File: config.mk
export PLATFORM = sky130hd
export DESIGN_NAME = obuft_drive_ctrl
export DESIGN_NICKNAME = d
export VERILOG_FILES = /design/src/rtl/obuft_ctrl_pkg.sv /design/src/rtl/obuft_ta_counter.sv /design/src/rtl/obuft_drive_ctrl.sv
export SDC_FILE = /design/constraint.sdc
export NUM_CORES = 1
export LEC_CHECK = 0
export BUFFER_PORTS_ARGS = -buffer_cell sky130_fd_sc_hd__buf_2
export CAP_MARGIN = 10
export CELL_PAD_IN_SITES_DETAIL_PLACEMENT = 0
export CELL_PAD_IN_SITES_GLOBAL_PLACEMENT = 1
export CORE_ASPECT_RATIO = 0.8
export CORE_UTILIZATION = 40
export DETAILED_ROUTE_END_ITERATION = 8
export GPL_TIMING_DRIVEN = 0
export PLACE_DENSITY_LB_ADDON = 0.2
export SETUP_SLACK_MARGIN = 0.15
export SLEW_MARGIN = 5
export SYNTH_ARGS = -nofsm -noshare
export SYNTH_HDL_FRONTEND = slang
export SYNTH_HIERARCHICAL = 1
export SYNTH_SLANG_ARGS = --single-unit
export TNS_END_PERCENT = 100
File: constraint.sdc
create_clock -name C -period 2.5 [get_ports C]
set_input_delay 0.125 -clock C [delete_from_list [all_inputs] [get_ports C]]
set_output_delay 0.125 -clock C [all_outputs]
set_load 0.02 [all_outputs]
File: src/rtl/obuft_ctrl_pkg.sv
// Shared definitions for the OBUFT drive/turnaround controller.
//   - State encoding for the drive FSM (HIZ, GUARD, DRIVE, HOLD).
//   - Width of the shared guard/hold down-counter.
//   - Legal-range helpers for the TA_CYCLES and HOLD_CYCLES parameters.
package obuft_ctrl_pkg;

  localparam int unsigned CNT_W = 8;

  localparam logic [1:0] ST_HIZ   = 2'd0;
  localparam logic [1:0] ST_GUARD = 2'd1;
  localparam logic [1:0] ST_DRIVE = 2'd2;
  localparam logic [1:0] ST_HOLD  = 2'd3;

  function automatic bit ta_cycles_ok(int unsigned v);
    return (v >= 1) && (v <= 255);
  endfunction

  function automatic bit hold_cycles_ok(int unsigned v);
    return v <= 255;
  endfunction

endpackage

File: src/rtl/obuft_ta_counter.sv
// Loadable down-counter shared by the turnaround guard and the post-drive hold.
// Ports:
//   clk      - clock
//   clr      - asynchronous active-high clear (count -> 0)
//   load     - load load_val on the next edge (wins over dec)
//   load_val - value to load
//   dec      - decrement enable; saturates at zero
//   zero     - count is zero
module obuft_ta_counter
  import obuft_ctrl_pkg::*;
(
  input  logic             clk,
  input  logic             clr,
  input  logic             load,
  input  logic [CNT_W-1:0] load_val,
  input  logic             dec,
  output logic             zero
);

  logic [CNT_W-1:0] cnt_q;

  always_ff @(posedge clk or posedge clr) begin
    if (clr) begin
      cnt_q <= '0;
    end else if (load) begin
      cnt_q <= load_val;
    end else if (dec && (cnt_q != '0)) begin
      cnt_q <= cnt_q - 1'b1;
    end
  end

  assign zero = (cnt_q == '0);

endmodule

File: src/rtl/obuft_drive_ctrl.sv
// Registered drive/turnaround controller feeding a bank of OBUFT tri-state buffers.
// Words arrive over VALID/READY; the bus is only driven after a TA_CYCLES Hi-Z guard,
// and stays driven for HOLD_CYCLES after the last word. Pad-facing outputs are
// registered so they can be packed into IOB flip-flops.
// Ports:
//   C         - clock
//   CLR       - asynchronous active-high reset
//   D         - word to drive
//   VALID     - upstream word valid
//   READY     - combinational; a word is accepted on an edge with VALID & READY
//   FORCE_HIZ - synchronous abort to high-Z
//   O_I       - registered pad data to OBUFT I
//   O_T       - registered tri-state control to OBUFT T (1 = high-Z)
//   BUSY      - registered; high whenever the controller is not idle in HIZ
module obuft_drive_ctrl
  import obuft_ctrl_pkg::*;
#(
  parameter int unsigned WIDTH       = 8,
  parameter int unsigned TA_CYCLES   = 2,
  parameter int unsigned HOLD_CYCLES = 1
) (
  input  logic             C,
  input  logic             CLR,
  input  logic [WIDTH-1:0] D,
  input  logic             VALID,
  output logic             READY,
  input  logic             FORCE_HIZ,
  output logic [WIDTH-1:0] O_I,
  output logic             O_T,
  output logic             BUSY
);

  if (!ta_cycles_ok(TA_CYCLES)) begin : g_bad_ta
    $error("obuft_drive_ctrl: TA_CYCLES must be in 1..255");
  end
  if (!hold_cycles_ok(HOLD_CYCLES)) begin : g_bad_hold
    $error("obuft_drive_ctrl: HOLD_CYCLES must be in 0..255");
  end

  // HOLD_LOAD wraps when HOLD_CYCLES == 0, but the HOLD path is skipped in that case.
  localparam logic [CNT_W-1:0] TA_LOAD   = CNT_W'(TA_CYCLES - 1);
  localparam logic [CNT_W-1:0] HOLD_LOAD = CNT_W'(HOLD_CYCLES - 1);

  logic [1:0]       state_q, state_d;
  logic [WIDTH-1:0] o_i_q, o_i_d;
  logic             o_t_q, o_t_d;
  logic             busy_q;

  logic             cnt_load;
  logic [CNT_W-1:0] cnt_load_val;
  logic             cnt_dec;
  logic             cnt_zero;

  obuft_ta_counter u_cnt (
    .clk      (C),
    .clr      (CLR),
    .load     (cnt_load),
    .load_val (cnt_load_val),
    .dec      (cnt_dec),
    .zero     (cnt_zero)
  );

  // READY is forced low during CLR so nothing upstream sees a phantom accept.
  assign READY = ~CLR & ~FORCE_HIZ &
                 (((state_q == ST_GUARD) & cnt_zero) |
                  (state_q == ST_DRIVE) | (state_q == ST_HOLD));

  always_comb begin
    state_d      = state_q;
    o_i_d        = o_i_q;
    o_t_d        = o_t_q;
    cnt_load     = 1'b0;
    cnt_load_val = '0;
    cnt_dec      = 1'b0;

    if (FORCE_HIZ) begin
      // Abort: release the bus, keep the last word on O_I, clear the counter.
      state_d  = ST_HIZ;
      o_t_d    = 1'b1;
      cnt_load = 1'b1;
    end else begin
      case (state_q)
        ST_HIZ: begin
          if (VALID) begin
            state_d      = ST_GUARD;
            cnt_load     = 1'b1;
            cnt_load_val = TA_LOAD;
          end
        end
        ST_GUARD: begin
          if (!VALID) begin
            state_d = ST_HIZ;
          end else if (!cnt_zero) begin
            cnt_dec = 1'b1;
          end else begin
            state_d = ST_DRIVE;
            o_i_d   = D;
            o_t_d   = 1'b0;
          end
        end
        ST_DRIVE: begin
          if (VALID) begin
            o_i_d = D;
          end else if (HOLD_CYCLES == 0) begin
            state_d = ST_HIZ;
            o_t_d   = 1'b1;
          end else begin
            state_d      = ST_HOLD;
            cnt_load     = 1'b1;
            cnt_load_val = HOLD_LOAD;
          end
        end
        ST_HOLD: begin
          if (VALID) begin
            // Bus is still ours, so a new word re-enters DRIVE without a guard.
            state_d = ST_DRIVE;
            o_i_d   = D;
          end else if (!cnt_zero) begin
            cnt_dec = 1'b1;
          end else begin
            state_d = ST_HIZ;
            o_t_d   = 1'b1;
          end
        end
        default: begin
          state_d = ST_HIZ;
          o_t_d   = 1'b1;
        end
      endcase
    end
  end

  always_ff @(posedge C or posedge CLR) begin
    if (CLR) begin
      state_q <= ST_HIZ;
      o_i_q   <= '0;
      o_t_q   <= 1'b1;
      busy_q  <= 1'b0;
    end else begin
      state_q <= state_d;
      o_i_q   <= o_i_d;
      o_t_q   <= o_t_d;
      busy_q  <= (state_d != ST_HIZ);
    end
  end

  assign O_I  = o_i_q;
  assign O_T  = o_t_q;
  assign BUSY = busy_q;

endmodule

==> results.md, run 1 <==
* Post-DP HPWL at 1.497 mm
* Net Sw Power at roughly 210 uW
* Initial antenna violation count at 0
* Clock latency on the worst-skew pair at roughly 0.30 ns
* Wirelength per Cell at ~13 microns
* Worst path arrival time at between 2 and 2.5 ns
* Mapped Cells at 94
* Total CTS buffers at 3
* Hold/Removal Path Class: input port to flip-flop
* Leakage at between 0.5 and 0.6 nW
* Final wirelength at around 2.0 mm
* Core box area at around 2300 sq um
* Clock Skew at 0.005779 ns
* Reg-to-Reg Start: u_cnt/cnt_q[0]
* Crit start category: flip-flop
* Layout cells sized above 1 at 0.3721
* Max Clk Rate at roughly 450 MHz
* Reg2reg setup slack at 0.26 ns
* Simple-Gate Fraction of Synth Area at 0.1712
* Xor/xnor cell area share of the yosys netlist at 0.04310
* Clock sink count at 20
* Synth Area in Adders at 0.02463
* Io pins at 23
* Status: complete, no violations
* Critical path endpoint category: flip-flop
* Clock Power Share at 0.270
* Yosys reg bits at 20
* Drt first pass iters at 4
* Post-placement cell count at between 150 and 200
* P_int at around 500 uW
* TNS Setup at 0 ns
* Peak VDD IR at ~0.35 mV
* Vias in the first global route at a little over 700
* Area Overhead vs Synth at 25.62%
* Gpl congestion at just under 0.8
* CP required at between 2 and 3 ns
* IO Port Bufs at 22
* Worst-Margin Slew at 0.6062 ns
* TritonCTS clock tree: yes
* Top post-synthesis cells by area: dfrtp_1, mux2_2, nand2_1, dfstp_2, xnor2_1
* Setup crit start: u_cnt/cnt_q[0]
* Die Area at between 2000 and 3000 sq um
* Area leader, netlist: dfrtp_1
* Synth Area in Compound Gates at 0.1367
* Cell variety after synth at 36
* Fin crit share at 0.8950
* Seq/Total Area, Yosys at 0.4938
* PD cells at 558.6 nW/um^2
* Ys Warns at 6
* Final setup violation count at 0
* RR Endpoint: O_I[2]
* Switching Share at 0.2925
* Final std cells w/o fill at about 160
* Design area at around 1300 sq um
* Vias at roughly 800
* Gr ovfl total at 0
* Fin. Hold Viols at 0
* CTS H-tree depth at 1
* Starting Density at 0.4474
* Setup crit end: O_I[2]
* Layout Nets at between 100 and 150
* Largest net degree at the start of global routing at 13
* Slowest stage delay, CP at approximately 0.51 ns
* Width of the chip at between 50 and 60 microns
* Die H at between 40 and 50 microns
* Root Buffer: clkbuf_4
* Critical path peak fanout at 8
* Crit-path cells: inv_1, ha_1, or4b_4, nor2_4, a21oi_2, nor2_4, mux2_2
* ANT nets after route at 0
* Maxcap violations at 0
* CP max stage cell: or4b_4
* Main combinational cell family by area after synthesis: simple AND/OR/NAND/NOR gates
* Clock Path Buffers at 2
* RSZ-0062 raised after global routing: false
* Synthesized area per cell at 10.81 sq um
* Slew HR at 0.5901
* Hold Path Depth at 2
* CP Class: flip-flop to flip-flop
* Synth Cell Area at a little over 1000 sq um
* Vias/cell at slightly below 5
* Fin. max-slew vios at 0
* GRT Util Overall at 0.1695
* DRC at 0
* Placed Area at 1191 sq um
* Sequential share of power at 0.529
* CP most frequent cell: nor2_4
* Comb power frac at 0.201
* Reg2Reg Depth at 7
* First-pass GRT wire length at 3.353 mm
* Synth top area share at 0.4680
* Antenna fix cells at 0
* Drt initial violations at 21
* Multiplexer share of the synthesized area at 0.09975
* Clock slew at reported path FFs at between 0.1 and 0.15 ns
* Minimum clock period at ~2.2 ns
* Rows at 15
timing repair:
action                     4_1_cts  5_1_grt
hold endpoints to repair        19        0
resized for setup                3        2
hold buffers                     1        0
pin swaps                        0        1
buffers inserted                 0        2
setup endpoints to repair       16       12
synth_stat cells, drive strengths merged:
cell type and number:
clkbuf 2, a22oi 1, xnor2 3, inv 5, nor2b 1, nor3b 1, nand4 1, nor4 1
nand3 2, nor2 3, conb 1, nand2b 2, or4b 1, o31a 1, a21oi 4, dfstp 1
a211oi 2, nand2 10, o31ai 1, nor3 4, xor2 2, mux2 9, o41ai 1, a41oi 1
dfrtp 19, o21ai 8, ha 2, nor4b 2, or3 1, o21bai 2
critical path: cells and delay by family (launching register included):
| family | cells | cell delay, ns |
|---|---|---|
| compound gates | 1 | 0.11 |
| simple gates | 3 | 0.93 |
| fa+ha+maj | 1 | 0.18 |
| mux | 1 | 0.37 |
| buf+inv | 1 | 0.12 |
| flops | 1 | 0.41 |
power groups by stage:
stage / logic [mW] / registers [mW] / clock network (mW)
2_1_floorplan: 0.0723 / 0.402 / 0
3_3_place_gp: 0.135 / 0.381 / 0
3_5_place_dp: 0.139 / 0.383 / 0
4_1_cts: 0.143 / 0.377 / 0.200
5_1_grt: 0.159 / 0.383 / 0.213
6_report: 0.144 / 0.377 / 0.192
cell type report:
cell class	count	area [sq um]
buffer	2	8.758
clock buffer	4	36.28
fill	204	994.7
inverter	5	18.77
multi-input combinational	73	533.0
sequential	20	501.7
tap	34	42.54
timing repair buffer	25	135.1
sequential cells by signal, indices dropped and copies added (netlist names):
| name | count |
|---|---|
| u_cnt/cnt_q | 8 |
| O_T | 1 |
| O_I | 8 |
| BUSY | 1 |
| state_q | 2 |
routing by layer:
metal	GRT usage	vias up	part of all wire
met4	0.02857	0	0
met2	0.2621	17	0.45
met3	0.06061	0	0.044
met5	0	-	0
li1	-	398	-
met1	0.2354	375	0.50
cell families (layout without fill, tap and decap cells):
kind of cell / Yosys count / after routing
AOI/OAI and AO/OA: 21 / 21
xor gates and xnor gates: 5 / 5
adders and majority gates: 2 / 2
buffers and inverters: 7 / 36
DFF: 20 / 20
muxes: 9 / 9
other: 1 / 7
and+or+nand+nor: 29 / 29
metrics by stage:
step | hold slack (ns) | util | power [mW] | worst slack [ns]
detailed placement | 0.1229 | 0.5245 | 0.5215 | -0.06269
global placement | 0.1214 | 0.5245 | 0.5153 | -0.07605
CTS | 0.03690 | 0.5510 | 0.7192 | 0.1619
global route | 0.02547 | 0.5620 | 0.7545 | 0.1482
finish | 0.04435 | 0.5620 | 0.7129 | 0.2625
floorplan | -0.05934 | - | 0.4744 | 0.2889
cells in the final DEF (no fill, tap or decap), types with 3 or more instances in the layout:
cell      instances
buf_2            22
dfrtp_1          19
nand2_1          10
mux2_2            8
conb_1            7
inv_1             5
o21ai_0           4
nor3_1            3
xnor2_1           3
a21oi_1           3
clkbuf_4          3
o21ai_1           3
worst min path at each step:
stage	slack (ns)	startpoint	to
CTS	0.04	D[3]	O_I[3]
global placement	0.12	CLR	u_cnt/cnt_q[3]
global route	0.03	D[7]	O_I[7]
finish	0.04	D[7]	O_I[7]
detailed placement	0.12	CLR	u_cnt/cnt_q[0]
floorplan	-0.06	CLR	u_cnt/cnt_q[0]
Power figures use the tool's default switching activity.
==> inputs of run 2 (changes only) <==
- clock period: 2.5 -> 2.8 ns (I/O delays scaled with it)
==> results.md, run 2 (same netlist as run 1, synthesis figures left out) <==
* Critical path endpoint category: flip-flop (unchanged)
* GRT Util Overall at 0.1677 (was 0.1695)
* Fin. Hold Viols at 0 (unchanged)
* Core box area at 2271 sq um (unchanged)
* Gpl congestion at 0.7895 (unchanged)
* RSZ-0062 raised after global routing: false (unchanged)
* Width of the chip at 58.35 microns (unchanged)
* Clock Skew at 0.004300 ns (was 0.005779 ns)
* Fin. max-slew vios at 0 (unchanged)
* Maxcap violations at 0 (unchanged)
* Worst slack at placement at 0.2373 ns (was -0.06269 ns)
* Clock sink count at 20 (unchanged)
* Slew HR at 0.5814 (was 0.5901)
* Clock slew at reported path FFs at 0.12 ns (about the same)
* CP required at 2.97 ns (was 2.70 ns)
* CTS H-tree depth at 1 (unchanged)
* Post-DP HPWL at 1.497 mm (unchanged)
* Drt initial violations at 23 (was 21)
* Die H at 47.08 microns (unchanged)
* Area Overhead vs Synth at 22.54% (was 25.62%)
* Worst-Margin Slew at 0.6191 ns (was 0.6062 ns)
* Total CTS buffers at 3 (unchanged)
* Final setup violation count at 0 (unchanged)
* Max Clk Rate at 405.0 MHz (was 446.9 MHz)
* Most frequent cells in the layout: buf_2, dfrtp_1, nand2_1, mux2_2, conb_1 (unchanged)
* Critical path peak fanout at 7 (was 8)
* # fillers at 206 (was 204)
* PD cells at 508.6 nW/um^2 (was 558.6 nW/um^2)
* Minimum clock period at 2.469 ns (was 2.238 ns)
* Peak VDD IR at 0.3164 mV (was 0.3535 mV)
* Vias at 778 (was 790)
* Root Buffer: clkbuf_4 (unchanged)
* Post-placement cell count at 156 (unchanged)
* Layout Nets at 142 (was 144)
* Worst path arrival time at 2.64 ns (was 2.43 ns)
* DRC at 0 (unchanged)
* Vias in the first global route at 723 (was 725)
* Vias/cell at 4.832 (was 4.847)
* ANT nets after route at 0 (unchanged)
* Drt first pass iters at 4 (unchanged)
* TNS Setup at 0 ns (unchanged)
* CP Class: flip-flop to flip-flop (unchanged)
* Status: complete, no violations (unchanged)
* Io pins at 23 (unchanged)
* Most common cell after layout, fill and taps aside: buf_2 (unchanged)
* Antenna fix cells at 0 (unchanged)
* Crit start category: flip-flop (unchanged)
* Clock Path Buffers at 2 (unchanged)
* Fin worst setup slack at 0.3309 ns (was 0.2625 ns)
* Final wirelength at 2.004 mm (was 2.042 mm)
* Fin crit share at 0.8818 (was 0.8950)
* Hold/Removal Path Class: input port to flip-flop (unchanged)
* Starting Density at 0.4474 (unchanged)
* Final std cells w/o fill at 161 (was 163)
* Largest net degree at the start of global routing at 13 (unchanged)
* Rows at 15 (unchanged)
* Gr ovfl total at 0 (unchanged)
* Layout cells sized above 1 at 0.3465 (was 0.3721)
* Initial antenna violation count at 0 (unchanged)
* Worst Hold Slack at 0.06198 ns (was 0.04435 ns)
* Clock latency on the worst-skew pair at 0.30 ns (about the same)
* TritonCTS clock tree: yes (unchanged)
* Leakage at 0.5710 nW (was 0.5848 nW)
* Die Area at 2747 sq um (unchanged)
* Wirelength per Cell at 12.45 microns (was 12.53 microns)
* First-pass GRT wire length at 3.325 mm (was 3.353 mm)
* IO Port Bufs at 22 (unchanged)
run 2: cell type report:
| class | count | area [sq um] | area share |
|---|---|---|---|
| Tap cell | 34 | 42.54 | 0.03417 |
| Buffer | 2 | 8.758 | 0.007035 |
| Sequential cell | 20 | 501.7 | 0.4030 |
| Clock buffer | 4 | 36.28 | 0.02915 |
| Multi-Input combinational cell | 73 | 516.7 | 0.4151 |
| Timing Repair Buffer | 23 | 120.1 | 0.09648 |
| Inverter | 5 | 18.77 | 0.01508 |
run 2: timing repair:
action	4_1_cts	5_1_grt
endpoints found under the setup margin	0	4
resized for setup	0	2
hold endpoints to repair	19	0
hold buffers	1	0
setup buffers	0	0
run 2: stage by stage:
step | utilization | power [mW] | instance area, sq um
after detailed placement | 0.5245 | 0.4656 | 1191
final | 0.5482 | 0.6332 | 1245
after global placement | 0.5245 | 0.4601 | 1191
after floorplan | - | 0.4235 | 1039
after global routing | 0.5482 | 0.6704 | 1245
after CTS | 0.5449 | 0.6400 | 1237
run 2: worst max-delay path, stage by stage (launching register included):
cell and delay [ns]:
dfrtp_1 0.38, inv_1 0.09, ha_1 0.22, or4b_4 0.23, nor2_2 0.08, nor4b_1 0.56, nand2_1 0.27, o31ai_1 0.25
o31a_1 0.18, o21ai_0 0.07
run 2: path summary, 6_finish.rpt:
path                                start              to  slack, ns  cells after the start
max                        u_cnt/cnt_q[0]  u_cnt/cnt_q[4]       0.33                      9
min                                  D[3]          O_I[3]       0.06                      2
max reg2reg                u_cnt/cnt_q[0]  u_cnt/cnt_q[4]       0.33                      9
min reg2reg                        O_I[0]          O_I[0]       0.51                      1
max in group asynchronous             CLR             O_T       2.04                      3
min in group asynchronous             CLR  u_cnt/cnt_q[3]       0.36                      3
run 2: report_power, final:
part / internal [mW] / switching [mW]
Sequential: 0.317 / 0.0201
Combinational: 0.0531 / 0.0719
Clock: 0.0793 / 0.0921
run 2: per-layer routing:
metal  track usage  share of wire  vias to the layer above
met3       0.06061          0.037                        0
met1        0.2371           0.52                      368
met4       0.02857              0                        0
li1              -              -                      394
met2        0.2529           0.44                       16
met5             0              0                        -
